File: src/rtl/serial_adder.sv
// Bit-serial WIDTH-bit adder: one full_adder cell and a carry flip-flop add
// LSB-first, one bit per clock, behind a start/busy/done handshake.

module full_adder (
  input  logic a,
  input  logic b,
  input  logic c,
  output logic s,
  output logic co
);
  assign s  = a ^ b ^ c;
  assign co = (a & b) | (c & (a ^ b));
endmodule

module serial_adder #(
  parameter int unsigned WIDTH = 8
) (
  input  logic             clk,
  input  logic             reset,
  input  logic             start,
  input  logic [WIDTH-1:0] A,
  input  logic [WIDTH-1:0] B,
  input  logic             Cin,
  output logic [WIDTH-1:0] S,
  output logic             Cout,
  output logic             busy,
  output logic             done
);
  localparam int unsigned CW = $clog2(WIDTH);
  localparam logic [CW-1:0] LAST = CW'(WIDTH - 1);

  typedef enum logic [1:0] {
    IDLE = 2'd0,
    RUN  = 2'd1,
    FIN  = 2'd2
  } state_t;

  state_t           state;
  logic [WIDTH-1:0] a_sr;
  logic [WIDTH-1:0] b_sr;
  logic [WIDTH-1:0] sum_sr;
  logic             carry;
  logic [CW-1:0]    count;
  logic             fa_s;
  logic             fa_c;
  logic [WIDTH-1:0] sum_next;

  full_adder u_fa (
    .a  (a_sr[0]),
    .b  (b_sr[0]),
    .c  (carry),
    .s  (fa_s),
    .co (fa_c)
  );

  // Sum bits enter at the MSB so bit 0 lands in place after WIDTH shifts.
  assign sum_next = {fa_s, sum_sr[WIDTH-1:1]};

  always_ff @(posedge clk) begin
    if (reset) begin
      state  <= IDLE;
      a_sr   <= '0;
      b_sr   <= '0;
      sum_sr <= '0;
      carry  <= 1'b0;
      count  <= '0;
      S      <= '0;
      Cout   <= 1'b0;
    end else begin
      case (state)
        IDLE: begin
          if (start) begin
            a_sr  <= A;
            b_sr  <= B;
            carry <= Cin;
            count <= '0;
            state <= RUN;
          end
        end
        RUN: begin
          a_sr   <= a_sr >> 1;
          b_sr   <= b_sr >> 1;
          sum_sr <= sum_next;
          carry  <= fa_c;
          if (count == LAST) begin
            S     <= sum_next;
            Cout  <= fa_c;
            state <= FIN;
          end else begin
            count <= count + 1'b1;
          end
        end
        FIN:     state <= IDLE;
        default: state <= IDLE;
      endcase
    end
  end

  assign busy = (state == RUN);
  assign done = (state == FIN);

endmodule

File: config.mk
export PLATFORM = sky130hd
export DESIGN_NAME = serial_adder
export DESIGN_NICKNAME = d
export VERILOG_FILES = /design/src/rtl/serial_adder.sv
export SDC_FILE = /design/constraint.sdc
export NUM_CORES = 1
export LEC_CHECK = 0
export CELL_PAD_IN_SITES_DETAIL_PLACEMENT = 1
export CELL_PAD_IN_SITES_GLOBAL_PLACEMENT = 2
export CORE_UTILIZATION = 33
export CTS_CLUSTER_DIAMETER = 50
export DETAILED_ROUTE_END_ITERATION = 10
export PLACE_DENSITY_LB_ADDON = 0.15
export SLEW_MARGIN = 0
export SYNTH_ARGS = -nofsm -noshare
export SYNTH_HDL_FRONTEND = slang
export SYNTH_SLANG_ARGS = --single-unit
File: constraint.sdc
create_clock -name clk -period 1.5 [get_ports clk]
set_input_delay 0.225 -clock clk [delete_from_list [all_inputs] [get_ports clk]]
set_output_delay 0.225 -clock clk [all_outputs]
set_load 0.005 [all_outputs]
==> qor.yml <==
power:
  switching_share: 0.249
  seqPwrFrac: 0.516
  p_leak_nw: 0.809
  clkPwrFrac: 0.335
  power_frac_comb: 0.148
  internal_power_mw: 1.59
  powerDensity_nw_per_um2: 931
  p_switching_uw: 526
  peakVddDrop_mv: 0.518
finish:
  multi_input_area_um2: 873
  regArea_um2: 766
  area_growth_pct: 26.0
  fillers: 585
  final_cell_count_no_fill: 284
  fin_nets: 236
  layout-drive-gt1-share: 0.280
  n_antenna_cell: 0
worst_setup_path:
  worst-setup-path-type: "reg2reg"
  critPathMaxFanout: 6
  cp-end-kind: "register"
  r2r_slack_ns: 0.12
  crit_end: "count[0]$_SDFFE_PP0P_"
  crit_arrival_ns: 1.60
  reg2reg_depth: 5
  r2r_end: "count[0]$_SDFFE_PP0P_"
  start_kind: "register"
  cp.required_ns: 1.72
  r2r-start: "count[0]$_SDFFE_PP0P_"
  crit_start: "count[0]$_SDFFE_PP0P_"
yosys:
  synth_seq_area_share: 0.422
  yosysTopAreaCell: "dfxtp_1"
  ys_ff_latch: 38
  synth_cell_types: 29
  synth_cells: 177
  syn_area_um2: 1800
  synth_flop_cell: "dfxtp_1"
  yosysWarnings: 0
  synth-edff-count: 0
  synth_area_leaders: "dfxtp_1, a211oi_2, mux2i_1"
  syn_nets: 200
  synth_top_area_frac: 0.422
  syn_area_per_cell_um2: 10.2
  async_flop_share: 0
global_route:
  gr-max-usage-layer: "met2"
  antenna_found_initial: 0
  grt_pass1_vias: 1465
  grt_start_max_net_pins: 39
  grt_use_total: 0.149
  grt_pass1_wl_mm: 6.42
  grt_util_met1: 0.175
  grt_util_met3: 0.0423
  overflow: 0
  use_met2: 0.258
detailed_routing:
  antenna_left: 0
  firstDrtPassIters: 4
  wirelength_mm: 3.82
  drc: 0
  wire_per_inst_um: 13.4
  vias: 1368
  vias_per_cell: 4.82
  drtIter0Drc: 42
cts:
  root_buffer: "clkbuf_8"
  clockBufferDepth: 2
  cts_hold_buf: 0
  cts_inserted_buffers: 5
  cts_tree: "yes"
  clk_pin_slew_ns: 0.07
  htree_levels: 2
  clk_latency_ns: 0.28
  numClockSinks: 38
sta:
  hold_viol_final: 0
  fin_crit_sh: 0.923
  max_freq_mhz: 722
  layout_setup_ws_ns: 0.115
  period_needed_ns: 1.38
  relSlewSlack: 0.704
  worst_pin_slew_ns: 0.442
  rsz0062_at_grt: "false"
  finClkSkew_ns: 0.00667
  slew_viol_final: 0
  setup_viol: 0
die:
  die_h_um: 75.9
  core-area_um2: 5170
  die_area_um2: 5760
  num_rows: 26
  initial_core_util: 0.348
  io_pins: 31
  die_width_um: 75.9
outcome:
  run_status: "finished clean"
worst_hold_path:
  hold_class: "reg2reg"
job:
  cap_violations: 0
place:
  dp_hpwl_mm: 2.69
  io_buffers: 30
  gp_congestion: 0.701
  dp_cells: 272
  pre_cts_ws_ns: -0.0103
-- per-stage QoR --
stage | power (mW) | setup TNS [ns] | hold WS, ns | area (µm²) | util
4_1_cts | 2.15 | 0 | 0.469 | 2270 | 0.439
2_1_floorplan | 1.35 | 0 | 0.373 | 1800 | -
5_1_grt | 2.23 | 0 | 0.489 | 2270 | 0.439
3_5_place_dp | 1.43 | -0.0122 | 0.458 | 2150 | 0.415
3_3_place_gp | 1.42 | 0 | 0.443 | 2150 | 0.415
6_report | 2.11 | 0 | 0.467 | 2270 | 0.439
-- power by group through the flow --
stage                     logic, mW  clock network [mW]  registers (mW)
after floorplan               0.239                   0            1.11
after global placement        0.305                   0            1.11
after detailed placement      0.316                   0            1.12
after CTS                     0.319               0.740            1.09
after global routing          0.345               0.791            1.10
final                         0.313               0.709            1.09
-- Yosys cell counts, drive strengths merged (2+ instances only) --
master and count:
buf 14, mux2i 16, a211oi 15, ha 2, nand2 26, dfxtp 38, a21oi 17, a22oi 2
a31oi 3, nand3 13, nor2 19
-- worst max-delay path: stages (launching register included) --
cell	delay [ns]
dfxtp_1	0.34
ha_1	0.21
ha_1	0.25
nor4b_1	0.32
a31oi_1	0.08
a21oi_1	0.12
-- area by class of cell --
class | count | share of cell area
repair buffers | 44 | 0.194
inverters | 2 | 0.00551
clock inverters | 1 | 0.00220
well taps | 70 | 0.0386
multi-input cells | 122 | 0.385
flip-flops and latches | 38 | 0.337
clock buffers | 7 | 0.0380
-- timing repair --
action | 4_1_cts | 5_1_grt
endpoints found under the setup margin | 11 | 0
buffers inserted | 4 | 0
resized for setup | 5 | 0
-- kinds of logic after synthesis --
kind of cell / after synthesis / synth area share
fa+ha+maj: 3 / 0.0250
buf+inv: 17 / 0.0930
simple gates: 64 / 0.183
flops: 38 / 0.422
compound gates: 39 / 0.188
mux: 16 / 0.0889
-- cell usage in the layout (no fill, tap or decap), drive strengths merged --
master	count
nor4b	1
o21ba	1
nand3b	1
nand3	13
a211oi	15
nor3b	1
nand2	26
nor3	1
clkbuf	7
clkinv	2
nor2b	1
ha	2
inv	1
a31oi	3
o21bai	1
a22oi	2
nand2b	1
mux2i	16
nor2	19
clkdlybuf4s50	28
buf	14
fa	1
dfxtp	38
dlygate4sd2	2
a21oi	17
-- worst min path at each step --
stage	to	from	cells after the start
4_1_cts	S[0]$_SDFFE_PP0P_	S[0]$_SDFFE_PP0P_	2
2_1_floorplan	a_sr[7]$_SDFFE_PP0P_	A[7]	2
3_3_place_gp	sum_sr[1]$_SDFFE_PP0N_	sum_sr[1]$_SDFFE_PP0N_	2
5_1_grt	S[3]$_SDFFE_PP0P_	S[3]$_SDFFE_PP0P_	2
6_report	S[3]$_SDFFE_PP0P_	S[3]$_SDFFE_PP0P_	2
3_5_place_dp	S[0]$_SDFFE_PP0P_	S[0]$_SDFFE_PP0P_	2
-- routing by layer --
metal / up-vias / part of all wire
met1: 651 / 0.45
li1: 684 / -
met3: 6 / 0.047
met2: 27 / 0.49
met5: - / 0
met4: 0 / 0.014
-- state kept, by name, summed over array words and instances (netlist names) --
signal / flops
state: 2
count: 3
S: 8
a_sr: 8
carry: 1
Cout: 1
sum_sr: 7
b_sr: 8
No activity file was read; power rests on OpenSTA's default activity.
